## config.mk

```make
export PLATFORM = sky130hd
export DESIGN_NAME = llc_mem_line_serializer
export DESIGN_NICKNAME = d
export VERILOG_FILES = /design/src/rtl/llc_mem_line_serializer_pkg.sv /design/src/rtl/llc_mem_line_assembler.sv /design/src/rtl/llc_mem_line_serializer.sv
export SDC_FILE = /design/constraint.sdc
export NUM_CORES = 1
export LEC_CHECK = 0
export CAP_MARGIN = 20
export CORE_AREA = 2 2 281 283
export CTS_CLUSTER_DIAMETER = 120
export DETAILED_ROUTE_END_ITERATION = 12
export DIE_AREA = 0 0 283 285
export DONT_BUFFER_PORTS = 1
export HOLD_SLACK_MARGIN = 0.05
export SYNTH_ARGS = -nofsm -noshare
export SYNTH_HDL_FRONTEND = slang
export SYNTH_SLANG_ARGS = --single-unit
```

## constraint.sdc

```tcl
create_clock -name clk -period 51.6 [get_ports clk]
set_clock_uncertainty 0.05 [all_clocks]
set_input_delay 10.32 -clock clk [delete_from_list [all_inputs] [get_ports clk]]
set_output_delay 10.32 -clock clk [all_outputs]
set_load 0.02 [all_outputs]
```

## src/rtl/llc_mem_line_serializer_pkg.sv

```systemverilog
// Shared types and constants for the LLC memory-line serializer.
package llc_mem_line_serializer_pkg;

   localparam int unsigned SER_WORDS_PER_LINE = 4;
   localparam int unsigned SER_WORD_BITS      = 64;
   localparam int unsigned SER_ADDR_BITS      = 32;
   localparam int unsigned SER_WORD_IDX_BITS  = $clog2(SER_WORDS_PER_LINE);
   localparam int unsigned SER_BYTE_OFF_BITS  = $clog2(SER_WORD_BITS / 8);
   localparam int unsigned SER_LINE_ADDR_BITS = SER_ADDR_BITS - SER_WORD_IDX_BITS - SER_BYTE_OFF_BITS;
   localparam int unsigned SER_LINE_BITS      = SER_WORDS_PER_LINE * SER_WORD_BITS;

   typedef logic [SER_LINE_BITS-1:0]      line_t;
   typedef logic [SER_LINE_ADDR_BITS-1:0] line_addr_t;

   typedef enum logic [1:0] {
      IDLE    = 2'd0,
      ISSUE   = 2'd1,
      COLLECT = 2'd2,
      DELIVER = 2'd3
   } llc_mem_ser_state_t;

   typedef struct packed {
      logic                     write;
      logic [SER_ADDR_BITS-1:0] addr;
      logic [2:0]               hsize;
      logic [1:0]               hprot;
      logic [SER_WORD_BITS-1:0] wdata;
   } mem_beat_req_t;

   typedef struct packed {
      logic [SER_WORD_BITS-1:0] rdata;
   } mem_beat_rsp_t;

endpackage

```

## src/rtl/llc_mem_line_assembler.sv

```systemverilog
// Collects in-order read words into line slots and tracks how many have arrived.
module llc_mem_line_assembler
   import llc_mem_line_serializer_pkg::*;
#(
   parameter int unsigned WORDS_PER_LINE = SER_WORDS_PER_LINE,
   parameter int unsigned WORD_BITS      = SER_WORD_BITS,
   parameter int unsigned CNT_BITS       = $clog2(WORDS_PER_LINE) + 1
) (
   input  logic                                clk,
   input  logic                                rst,
   input  logic                                clear,
   input  logic                                enable,
   input  logic [CNT_BITS-1:0]                 limit,
   input  logic                                rsp_valid,
   input  logic [WORD_BITS-1:0]                rsp_rdata,
   output logic                                rsp_ready,
   output logic                                word_last,
   output logic                                full,
   output logic [WORDS_PER_LINE*WORD_BITS-1:0] line
);

   localparam int unsigned         IDX_BITS = $clog2(WORDS_PER_LINE);
   localparam logic [CNT_BITS-1:0] LAST_CNT = CNT_BITS'(WORDS_PER_LINE - 1);

   logic [WORD_BITS-1:0] slot_r [WORDS_PER_LINE];
   logic [CNT_BITS-1:0]  rsp_cnt_r;
   logic                 full_r;
   logic                 take_s;

   // A word may only be taken once its beat has been (or is being) issued.
   assign rsp_ready = enable && (rsp_cnt_r < limit);
   assign take_s    = rsp_valid && rsp_ready;
   assign word_last = take_s && (rsp_cnt_r == LAST_CNT);
   assign full      = full_r;

   // Slot storage, arrival counter and full flag; cleared at each new line.
   always_ff @(posedge clk or posedge rst) begin
      if (rst) begin
         for (int i = 0; i < int'(WORDS_PER_LINE); i++) begin
            slot_r[i] <= '0;
         end
         rsp_cnt_r <= '0;
         full_r    <= 1'b0;
      end else if (clear) begin
         for (int i = 0; i < int'(WORDS_PER_LINE); i++) begin
            slot_r[i] <= '0;
         end
         rsp_cnt_r <= '0;
         full_r    <= 1'b0;
      end else if (take_s) begin
         slot_r[rsp_cnt_r[IDX_BITS-1:0]] <= rsp_rdata;
         rsp_cnt_r                       <= rsp_cnt_r + CNT_BITS'(1);
         if (word_last) begin
            full_r <= 1'b1;
         end
      end
   end

   genvar g;
   generate
      for (g = 0; g < int'(WORDS_PER_LINE); g++) begin : g_pack
         assign line[g*WORD_BITS +: WORD_BITS] = slot_r[g];
      end
   endgenerate

endmodule

```

## src/rtl/llc_mem_line_serializer.sv

```systemverilog
// Splits one LLC line request into word beats; reassembles fill data into a line.
module llc_mem_line_serializer
   import llc_mem_line_serializer_pkg::*;
#(
   parameter int unsigned WORDS_PER_LINE = SER_WORDS_PER_LINE,
   parameter int unsigned WORD_BITS      = SER_WORD_BITS,
   parameter int unsigned ADDR_BITS      = SER_ADDR_BITS,
   parameter int unsigned LINE_ADDR_BITS = ADDR_BITS - $clog2(WORDS_PER_LINE) - $clog2(WORD_BITS / 8)
) (
   input  logic                                clk,
   input  logic                                rst,
   input  logic                                llc_mem_req_valid,
   output logic                                llc_mem_req_ready,
   input  logic                                llc_mem_req_data_hwrite,
   input  logic [2:0]                          llc_mem_req_data_hsize,
   input  logic [1:0]                          llc_mem_req_data_hprot,
   input  logic [LINE_ADDR_BITS-1:0]           llc_mem_req_data_addr,
   input  logic [WORDS_PER_LINE*WORD_BITS-1:0] llc_mem_req_data_line,
   output logic                                llc_mem_rsp_valid,
   input  logic                                llc_mem_rsp_ready,
   output logic [WORDS_PER_LINE*WORD_BITS-1:0] llc_mem_rsp_data_line,
   output logic                                mem_beat_req_valid,
   input  logic                                mem_beat_req_ready,
   output logic                                mem_beat_req_write,
   output logic [ADDR_BITS-1:0]                mem_beat_req_addr,
   output logic [2:0]                          mem_beat_req_hsize,
   output logic [1:0]                          mem_beat_req_hprot,
   output logic [WORD_BITS-1:0]                mem_beat_req_wdata,
   input  logic                                mem_beat_rsp_valid,
   output logic                                mem_beat_rsp_ready,
   input  logic [WORD_BITS-1:0]                mem_beat_rsp_rdata,
   output logic                                busy
);

   localparam int unsigned         IDX_BITS  = $clog2(WORDS_PER_LINE);
   localparam int unsigned         OFF_BITS  = $clog2(WORD_BITS / 8);
   localparam int unsigned         CNT_BITS  = IDX_BITS + 1;
   localparam int unsigned         LINE_BITS = WORDS_PER_LINE * WORD_BITS;
   localparam logic [CNT_BITS-1:0] LAST_CNT  = CNT_BITS'(WORDS_PER_LINE - 1);

   llc_mem_ser_state_t        state_r;
   llc_mem_ser_state_t        state_nx_s;
   logic                      req_ready_r;
   logic                      write_r;
   logic [2:0]                hsize_r;
   logic [1:0]                hprot_r;
   logic [LINE_ADDR_BITS-1:0] addr_r;
   logic [LINE_BITS-1:0]      line_r;
   logic [CNT_BITS-1:0]       issue_cnt_r;

   logic                      accept_s;
   logic                      beat_valid_s;
   logic                      beat_hs_s;
   logic                      last_beat_s;
   logic                      collect_s;
   logic                      deliver_s;
   logic [CNT_BITS-1:0]       limit_s;
   logic [WORD_BITS-1:0]      wdata_s;
   logic [WORD_BITS-1:0]      words_s [WORDS_PER_LINE];
   logic                      word_last_s;
   logic                      full_s;

   assign accept_s    = llc_mem_req_valid && req_ready_r && (state_r == IDLE);
   assign beat_hs_s   = beat_valid_s && mem_beat_req_ready;
   assign last_beat_s = beat_hs_s && (issue_cnt_r == LAST_CNT);
   assign limit_s     = issue_cnt_r + CNT_BITS'(beat_hs_s);

   // State-decoded strobes; collection is only enabled for fills.
   always_comb begin
      beat_valid_s = 1'b0;
      collect_s    = 1'b0;
      deliver_s    = 1'b0;
      case (state_r)
         IDLE: begin
            beat_valid_s = 1'b0;
         end
         ISSUE: begin
            beat_valid_s = 1'b1;
            collect_s    = !write_r;
         end
         COLLECT: begin
            collect_s = 1'b1;
         end
         DELIVER: begin
            deliver_s = 1'b1;
         end
         default: begin
            beat_valid_s = 1'b0;
         end
      endcase
   end

   // Next-state selection for the line transaction.
   always_comb begin
      state_nx_s = state_r;
      case (state_r)
         IDLE: begin
            if (accept_s) state_nx_s = ISSUE;
            else          state_nx_s = IDLE;
         end
         ISSUE: begin
            if (last_beat_s) begin
               if (write_r)                        state_nx_s = IDLE;
               else if (word_last_s || full_s)     state_nx_s = DELIVER;
               else                                state_nx_s = COLLECT;
            end else begin
               state_nx_s = ISSUE;
            end
         end
         COLLECT: begin
            if (word_last_s) state_nx_s = DELIVER;
            else             state_nx_s = COLLECT;
         end
         DELIVER: begin
            if (llc_mem_rsp_ready) state_nx_s = IDLE;
            else                   state_nx_s = DELIVER;
         end
         default: begin
            state_nx_s = IDLE;
         end
      endcase
   end

   // State register; request ready is registered so it stays low through reset.
   always_ff @(posedge clk or posedge rst) begin
      if (rst) begin
         state_r     <= IDLE;
         req_ready_r <= 1'b0;
      end else begin
         state_r     <= state_nx_s;
         req_ready_r <= (state_nx_s == IDLE);
      end
   end

   // Request latch, captured once per accepted line.
   always_ff @(posedge clk or posedge rst) begin
      if (rst) begin
         write_r <= 1'b0;
         hsize_r <= 3'd0;
         hprot_r <= 2'd0;
         addr_r  <= '0;
         line_r  <= '0;
      end else if (accept_s) begin
         write_r <= llc_mem_req_data_hwrite;
         hsize_r <= llc_mem_req_data_hsize;
         hprot_r <= llc_mem_req_data_hprot;
         addr_r  <= llc_mem_req_data_addr;
         line_r  <= llc_mem_req_data_line;
      end
   end

   // Beat counter: cleared on accept, advanced on each beat handshake.
   always_ff @(posedge clk or posedge rst) begin
      if (rst) begin
         issue_cnt_r <= '0;
      end else if (accept_s) begin
         issue_cnt_r <= '0;
      end else if (beat_hs_s) begin
         issue_cnt_r <= issue_cnt_r + CNT_BITS'(1);
      end
   end

   genvar g;
   generate
      for (g = 0; g < int'(WORDS_PER_LINE); g++) begin : g_words
         assign words_s[g] = line_r[g*WORD_BITS +: WORD_BITS];
      end
   endgenerate

   // Write data of the current beat; reads carry zero.
   always_comb begin
      wdata_s = '0;
      if (write_r) wdata_s = words_s[issue_cnt_r[IDX_BITS-1:0]];
      else         wdata_s = '0;
   end

   llc_mem_line_assembler #(
      .WORDS_PER_LINE (WORDS_PER_LINE),
      .WORD_BITS      (WORD_BITS),
      .CNT_BITS       (CNT_BITS)
   ) u_assembler (
      .clk       (clk),
      .rst       (rst),
      .clear     (accept_s),
      .enable    (collect_s),
      .limit     (limit_s),
      .rsp_valid (mem_beat_rsp_valid),
      .rsp_rdata (mem_beat_rsp_rdata),
      .rsp_ready (mem_beat_rsp_ready),
      .word_last (word_last_s),
      .full      (full_s),
      .line      (llc_mem_rsp_data_line)
   );

   assign llc_mem_req_ready  = req_ready_r;
   assign llc_mem_rsp_valid  = deliver_s;
   assign mem_beat_req_valid = beat_valid_s;
   assign mem_beat_req_write = write_r;
   assign mem_beat_req_addr  = {addr_r, issue_cnt_r[IDX_BITS-1:0], {OFF_BITS{1'b0}}};
   assign mem_beat_req_hsize = hsize_r;
   assign mem_beat_req_hprot = hprot_r;
   assign mem_beat_req_wdata = wdata_s;
   assign busy               = (state_r != IDLE);

endmodule

```

==> results.cfg, run 1 <==
[min_path]
holdCritPathClass = reg2reg
holdCritStartpoint = line_r[157]$_DFFE_PP0P_
hold_end = line_r[157]$_DFFE_PP0P_
min_delay_path_depth = 2

[worst_setup_path]
r2r_cells = 13
crit_slowest_cell = a221oi_4
reg2reg_to = u_assembler.line[49]$_DFFE_PP0P_
cp-start-kind = input port
ff2ff_setup_slack_ns = 47.04
worstSetupPathType = in2out
crit_fanout = 14
crit_top_cell = ha_1
worstPathCellList = nand2_1, inv_1, ha_1, ha_1, xnor2_1, ha_1, and2_4, a221oi_4, and2_2
r2r_start = state_r[1]$_DFF_PP0_
critPathArrivalTime_ns = 12.61
required_ns = 41.23
critPathMaxStageDelay_ns = 0.66
worstSetupEndpointType = output pin

[synth]
synth_top_family_by_area = simple AND/OR/NAND/NOR gates
synthAdderAreaFrac_pct = 0.876
synthTopCellsByArea = dfrtp_1, nand2_1, a22o_1
synthCells = 2032
ys.flop_type = dfrtp_1
syn_area_sq_mm = 0.0228
ys_seq_area_share_pct = 60.8
synth_xor_area_share_pct = 0.0767
synth_area_per_cell_sq_um = 11.2
synthSimpleGateAreaFrac_pct = 17.0
synth-seq-cells = 555
ys_types = 42
synth-edff-count = 0
synth_top_area_share_pct = 60.8
yosys_warnings = 0
synth_area_leader_cell = dfrtp_1
async_flop_share_pct = 100
synthMuxAreaShare_pct = 6.40
synth_compound_area_share_pct = 10.7

[layout]
fin_util_pct = 32.8
syn_to_final_growth_pct = 11.8
layout_common_cells = nand2_1, dfrtp_1, a22o_1, mux4_2, and2_1
fill_cells = 7738
nNetsFinal = 2344
drive_above_1_share_pct = 11.0
final_common_cell = nand2_1

[routing]
via_per_inst = 5.00
ant_nets = 0
wire_per_inst_microns = 22.2
wirelength_microns = 68100
drt-initial-drc-count = 985
firstDrtPassIters = 5
vias = 15300
drc = 0

[clock_tree]
cts_root_buf = clkbuf_16
cts_buffers = 56
postCtsResizedCells = 0
clk_latency_ns = 0.60
clk_pin_slew_ns = 0.06
postCtsHoldBufs = 0
cts_buffer_depth = 3
cts_sinks = 555
cts_tree = yes
h-tree-depth = 2
postCtsSetupRepairBufs = 0

[placed_design]
dp_slack_ns = 28.59
port-buffer-count = 0
gp_congestion = 0.864
hpwl_microns = 46700

[floorplan]
start_util_pct = 29.3
pin_count = 722
rows = 103
die_area_sq_mm = 0.0807
core_sq_mm = 0.0780
die_h_microns = 285
die_w_microns = 283

[global_routing]
grt_max_degree = 168
grt_pass1_wl_microns = 103000
gr-usage-met3_pct = 6.31
antenna_found_initial = 5
grt_pass1_vias = 16000
met2_usage_pct = 27.5
grt_overflow = 0
track_usage_pct = 16.4
use_met1_pct = 19.2
top_usage_layer = met2

[power]
switchingPower_w = 0.000578
irDropWorstVdd_mv = 0.0367
power.share.sequential_pct = 45.4
pwr-share-comb_pct = 26.9
p_leak_nw = 12.6
clockPowerShare_pct = 27.7
p_int_w = 0.00100
p_total_w = 0.00158
powerDensity_mw_per_mm2 = 61.8
netSwitchingFraction_pct = 36.6

[sta]
hold_viol_final = 0
worst_slew_pin_slew_ns = 1.10
finalMaxSlewViolations = 0
finalSetupTns_ns = 0
rsz0062_at_grt = false
fmax_mhz = 43.5
finalCriticalPeriod_ns = 22.98
setup_slack_ns = 28.62
slew_headroom_pct = 26.9
hold_ws_ns = 0.419
finalCritPeriodShare_pct = 44.5
setup_violations = 0

[status]
status = complete, no violations

[job]
cap_violations = 0
## through the flow
stage | cell area [sq um] | instances
2_1_floorplan | 22900 | 2034
3_3_place_gp | 23500 | 2959
3_5_place_dp | 23500 | 2959
4_1_cts | 25500 | 3063
5_1_grt | 25500 | 3066
6_report | 25500 | 3066
## area by class of cell
cell class	instances	area, sq um	share of cell area (%)
antenna	1	2.50	0.00980
clock buffer	81	1650	6.44
clock inverter	23	368	1.44
inverter	10	45.0	0.176
multi-input combinational	1323	8030	31.4
sequential	555	13900	54.4
tap	1050	1310	5.14
timing repair buffer	23	238	0.931
## routing by layer
layer,vias up,wire length [microns]
met4,6,2170
met5,-,46
met2,728,33300
met1,7760,25500
met3,133,7070
li1,6696,-
## registers in the layout (all words and copies together) (netlist names)
signal / cells
state_r: 2
u_assembler.full: 1
u_assembler.line: 256
mem_beat_req_hsize: 3
u_assembler.rsp_cnt_r: 3
addr_r: 27
issue_cnt_r: 3
mem_beat_req_write: 1
llc_mem_req_ready: 1
line_r: 256
mem_beat_req_hprot: 2
## logic make-up after synthesis
| family | count (synthesis) |
|---|---|
| AOI/OAI and AO/OA | 271 |
| xor gates and xnor gates | 2 |
| adders and majority gates | 16 |
| buffers and inverters | 156 |
| DFF | 555 |
| muxes | 66 |
| other | 1 |
| and+or+nand+nor | 965 |
## how the worst max path moves through the flow
stage	from	end	cells past startpoint
final	mem_beat_req_ready	mem_beat_rsp_ready	9
after global routing	mem_beat_req_ready	mem_beat_rsp_ready	9
after CTS	mem_beat_req_ready	mem_beat_rsp_ready	9
after detailed placement	mem_beat_req_ready	mem_beat_rsp_ready	9
after global placement	mem_beat_req_ready	mem_beat_rsp_ready	9
after floorplan	rst	addr_r[0]$_DFFE_PP0P_	1
## synth_stat cells (all sizes together) (2+ instances only)
cell type,n
a211oi,2
a21oi,3
a22o,256
a31oi,5
a41oi,2
and2,70
and3,2
and4,4
buf,97
clkbuf,49
dfrtp,555
ha,16
inv,10
mux2i,2
mux4,64
nand2,877
nand2b,2
nor2,4
nor2b,2
## power by group through the flow
stage / Clock, W / Sequential, W / Combinational [W]
CTS: 0.000449 / 0.000719 / 0.000428
global route: 0.000467 / 0.000735 / 0.000475
floorplan: 0 / 0.000678 / 0.000364
finish: 0.000437 / 0.000717 / 0.000424
global placement: 0 / 0.000717 / 0.000415
detailed placement: 0 / 0.000726 / 0.000426
## critical path, delay by kind of cell
family / cells / cell delay, ns
XOR/XNOR: 1 / 0.13
adder cells (fa/ha/maj): 3 / 0.71
buffers and inverters: 1 / 0.10
AND/OR/NAND/NOR: 3 / 0.68
AO/OA/AOI/OAI: 1 / 0.66
Note: power is estimated with default switching activity, not from simulation.
==> run 2, diff against run 1 <==
--- a/config.mk
+++ b/config.mk
@@ -6,10 +6,10 @@
 export NUM_CORES = 1
 export LEC_CHECK = 0
 export CAP_MARGIN = 20
-export CORE_AREA = 2 2 281 283
+export CORE_AREA = 2 2 283 285
 export CTS_CLUSTER_DIAMETER = 120
 export DETAILED_ROUTE_END_ITERATION = 12
-export DIE_AREA = 0 0 283 285
+export DIE_AREA = 0 0 285 287
 export DONT_BUFFER_PORTS = 1
 export HOLD_SLACK_MARGIN = 0.05
 export SYNTH_ARGS = -nofsm -noshare
==> constraint.sdc (replaced) <==
create_clock -name clk -period 22.4 [get_ports clk]
set_clock_uncertainty 0.05 [all_clocks]
set_input_delay 4.48 -clock clk [delete_from_list [all_inputs] [get_ports clk]]
set_output_delay 4.48 -clock clk [all_outputs]
set_load 0.02 [all_outputs]
==> results.cfg, run 2 (same netlist as run 1, synthesis figures left out) <==
[global_routing]
grt_overflow = 0
grt_pass1_vias = 16600
grt_max_degree = 165
grt_pass1_wl_microns = 102000
antenna_found_initial = 1
track_usage_pct = 15.8

[worst_setup_path]
required_ns = 17.87
r2r_cells = 13
ff2ff_setup_slack_ns = 17.99
crit_fanout = 14
cp-start-kind = input port
worstSetupPathType = in2out
critPathMaxStageDelay_ns = 0.65
crit_top_cell = ha_1
crit_slowest_cell = a221oi_4
critPathArrivalTime_ns = 6.77
worstSetupEndpointType = output pin
worstPathCellList = nand2_1, inv_1, ha_1, ha_1, xnor2_1, ha_1, and2_4, a221oi_4, and2_2

[power]
p_leak_nw = 12.5
clockPowerShare_pct = 26.5
netSwitchingFraction_pct = 37.3
p_int_w = 0.00224
irDropWorstVdd_mv = 0.0847
power.share.sequential_pct = 46.0
powerDensity_mw_per_mm2 = 141
switchingPower_w = 0.00133
pwr-share-comb_pct = 27.5

[clock_tree]
h-tree-depth = 2
cts_sinks = 555
clk_latency_ns = 0.60
postCtsSetupRepairBufs = 0
cts_root_buf = clkbuf_16
cts_buffers = 58
cts_tree = yes
postCtsResizedCells = 0
postCtsHoldBufs = 0
cts_buffer_depth = 3
clk_pin_slew_ns = 0.06

[sta]
setup_violations = 0
finalCriticalPeriod_ns = 11.30
finalMaxSlewViolations = 0
hold_ws_ns = 0.420
fmax_mhz = 88.5
hold_viol_final = 0
rsz0062_at_grt = false
worst_slew_pin_slew_ns = 1.14
finalCritPeriodShare_pct = 50.4
slew_headroom_pct = 23.7
finalSetupTns_ns = 0

[layout]
fill_cells = 7912
nNetsFinal = 2345
drive_above_1_share_pct = 10.7
final_common_cell = nand2_1
layout_common_cells = nand2_1, dfrtp_1, a22o_1, mux4_2, and2_1
fin_cells = 3063
diodes = 0
design_area_sq_mm = 0.0253
syn_to_final_growth_pct = 10.9

[routing]
drc = 0
firstDrtPassIters = 5
ant_nets = 0
wirelength_microns = 67400
vias = 15400
via_per_inst = 5.03
wire_per_inst_microns = 22.0
drt-initial-drc-count = 897

[floorplan]
core_sq_mm = 0.0786
start_util_pct = 29.1
rows = 103
pin_count = 722
die_w_microns = 285
die_h_microns = 287
die_area_sq_mm = 0.0818

[placed_design]
port-buffer-count = 0
dpl_cell_area_sq_mm = 0.0235
hpwl_microns = 45800
dp_cells = 2960
gp_congestion = 0.860

[job]
cap_violations = 0

[status]
status = complete, no violations

[min_path]
min_delay_path_depth = 2
holdCritPathClass = reg2reg
-- run 2: cell types whose count changed in the layout (fill, tap and decap cells not counted) --
cell       delta
bufinv_16     -6
clkbuf_1      +4
clkbuf_8      -3
inv_6         +3
buf_16        -2
buf_4         +2
clkbuf_16     +2
buf_12        -1
clkinv_2      -1
diode_2       -1
-- run 2: cell type report --
| class | count | area (sq um) | share of cell area, % |
|---|---|---|---|
| clock buffer | 84 | 1670 | 6.59 |
| clock inverter | 19 | 209 | 0.825 |
| inverter | 10 | 45.0 | 0.178 |
| multi-input combinational | 1323 | 8030 | 31.7 |
| sequential | 555 | 13900 | 54.8 |
| tap | 1050 | 1310 | 5.18 |
| timing repair buffer | 22 | 178 | 0.701 |
-- run 2: metal layers --
layer	GRT usage (%)	up-vias	wire [microns]
li1	-	6682	-
met1	18.1	7856	25400
met2	27.2	731	32800
met3	5.59	132	6880
met4	5.92	2	2300
met5	0	-	13
-- run 2: power groups by stage --
stage               Sequential, W  Clock [W]  Combinational (W)
finish                    0.00164   0.000947           0.000980
global route              0.00168    0.00101            0.00110
CTS                       0.00165   0.000973           0.000999
detailed placement        0.00166          0           0.000993
global placement          0.00165          0           0.000968
floorplan                 0.00156          0           0.000839
-- run 2: metrics by stage --
step,utilization [%],setup WS [ns],power [W]
2_1_floorplan,-,2.35,0.00240
3_3_place_gp,29.8,11.09,0.00261
3_5_place_dp,29.8,11.07,0.00265
4_1_cts,32.2,11.07,0.00362
5_1_grt,32.2,10.94,0.00379
6_report,32.2,11.10,0.00357
-- run 2: worst paths after layout --
kind,startpoint,to
max,mem_beat_req_ready,mem_beat_rsp_ready
min,line_r[82]$_DFFE_PP0P_,line_r[82]$_DFFE_PP0P_
max reg2reg,state_r[1]$_DFF_PP0_,u_assembler.line[4]$_DFFE_PP0P_
min reg2reg,line_r[82]$_DFFE_PP0P_,line_r[82]$_DFFE_PP0P_
max in group asynchronous,rst,mem_beat_req_write$_DFFE_PP0P_
min in group asynchronous,rst,u_assembler.line[121]$_DFFE_PP0P_
-- run 2: critical path: cells and delay by family --
kind,cells,cell delay (ns)
AOI/OAI and AO/OA,1,0.65
xor gates and xnor gates,1,0.13
adders and majority gates,3,0.70
buffers and inverters,1,0.11
and+or+nand+nor,3,0.68
==> run 3, diff against run 2 <==
==> constraint.sdc (replaced) <==
create_clock -name clk -period 11.8 [get_ports clk]
set_clock_uncertainty 0.05 [all_clocks]
set_input_delay 2.36 -clock clk [delete_from_list [all_inputs] [get_ports clk]]
set_output_delay 2.36 -clock clk [all_outputs]
set_load 0.02 [all_outputs]
==> results.cfg, run 3 (same netlist as run 1, synthesis figures left out) <==
[sta]
hold_viol_final = 0
finalSetupTns_ns = 0
finalCritPeriodShare_pct = 60.1
worst_slew_pin_slew_ns = 1.11
finalCriticalPeriod_ns = 7.09
finalMaxSlewViolations = 0
slew_headroom_pct = 26.1
rsz0062_at_grt = false
setup_violations = 0
fmax_mhz = 141

[global_routing]
track_usage_pct = 15.9
grt_overflow = 0
grt_pass1_vias = 16100
grt_pass1_wl_microns = 102000
grt_max_degree = 223
antenna_found_initial = 5

[routing]
ant_nets = 0
wirelength_microns = 68100
wire_per_inst_microns = 22.3
firstDrtPassIters = 5
drc = 0
vias = 15500
drt-initial-drc-count = 1078
via_per_inst = 5.06

[floorplan]
die_h_microns = 287
pin_count = 722
die_w_microns = 285
die_area_sq_mm = 0.0818
rows = 103
core_sq_mm = 0.0786
start_util_pct = 29.1

[worst_setup_path]
worstSetupPathType = in2out
worstSetupEndpointType = output pin
worstPathCellList = nand2_1, inv_1, ha_1, ha_1, xnor2_1, ha_1, and2_4, a221oi_4, and2_2
crit_fanout = 14
r2r_start = state_r[1]$_DFF_PP0_
cp-startpoint = mem_beat_req_ready
crit_top_cell = ha_1
crit_slowest_cell = a221oi_4
required_ns = 9.39
critPathArrivalTime_ns = 4.68
cp-start-kind = input port
critPathMaxStageDelay_ns = 0.67

[min_path]
holdCritPathClass = reg2reg
holdCritStartpoint = line_r[176]$_DFFE_PP0P_

[clock_tree]
h-tree-depth = 2
cts_buffers = 58
clk_latency_ns = 0.61
cts_sinks = 555
postCtsResizedCells = 0
postCtsSetupRepairBufs = 0
cts_buffer_depth = 3
cts_root_buf = clkbuf_16
postCtsHoldBufs = 0
clk_pin_slew_ns = 0.05
cts_tree = yes

[placed_design]
dp_cells = 2956
hpwl_microns = 46900
gp_congestion = 0.860
port-buffer-count = 0

[power]
irDropWorstVdd_mv = 0.172
powerDensity_mw_per_mm2 = 269
p_leak_nw = 12.6

[job]
cap_violations = 0

[layout]
drive_above_1_share_pct = 10.8
final_common_cell = nand2_1
diodes = 0
fin_cells = 3061
syn_to_final_growth_pct = 11.4
nNetsFinal = 2342
layout_common_cells = nand2_1, dfrtp_1, a22o_1, mux4_2, and2_1

[status]
status = complete, no violations
==> run 3: stage by stage <==
| stage | power [W] | cell area (sq um) | util (%) | hold WS [ns] | worst slack (ns) |
|---|---|---|---|---|---|
| 6_report | 0.00686 | 25500 | 32.4 | 0.418 | 4.71 |
| 5_1_grt | 0.00726 | 25500 | 32.4 | 0.438 | 4.56 |
| 4_1_cts | 0.00693 | 25400 | 32.4 | 0.421 | 4.65 |
| 3_5_place_dp | 0.00504 | 23500 | 29.9 | 0.407 | 4.67 |
| 3_3_place_gp | 0.00496 | 23500 | 29.9 | 0.401 | 4.69 |
| 2_1_floorplan | 0.00456 | 22900 | - | 0.390 | 1.84 |
==> run 3: area by class of cell <==
cell class / count / area [sq um]
flip-flops and latches: 555 / 13900
clock inverters: 23 / 285
fillers: 7872 / 53200
inverters: 10 / 41.3
multi-input cells: 1323 / 8030
clock buffers: 81 / 1670
repair buffers: 19 / 225
well taps: 1050 / 1310
==> run 3: worst max-delay path, delay by kind of cell <==
family | cells | cell delay [ns]
buffers and inverters | 1 | 0.10
AOI/OAI and AO/OA | 1 | 0.67
adders and majority gates | 3 | 0.68
and+or+nand+nor | 3 | 0.70
xor gates and xnor gates | 1 | 0.17
==> run 3: report_power, final <==
part | switching, W | internal [W]
combinational | 0.00114 | 0.000718
clock | 0.000770 | 0.00110
sequential | 0.000649 | 0.00249
total | 0.00256 | 0.00430
==> run 3: final timing paths <==
path / cells after the start / slack (ns) / end
max reg2reg: 13 / 7.17 / u_assembler.line[108]$_DFFE_PP0P_
max in group asynchronous: 3 / 8.06 / line_r[13]$_DFFE_PP0P_
max: 9 / 4.71 / mem_beat_rsp_ready
min: 2 / 0.42 / line_r[176]$_DFFE_PP0P_
min in group asynchronous: 1 / 1.60 / mem_beat_req_hsize[2]$_DFFE_PP0P_
min reg2reg: 2 / 0.42 / line_r[176]$_DFFE_PP0P_
==> run 3: layer usage <==
| metal | vias to the layer above | wire length (microns) | GRT usage (%) |
|---|---|---|---|
| li1 | 6676 | - | - |
| met1 | 7908 | 26200 | 19.4 |
| met2 | 768 | 32900 | 26.4 |
| met3 | 130 | 7090 | 5.70 |
| met4 | 6 | 1990 | 5.08 |
| met5 | - | 44 | 0 |
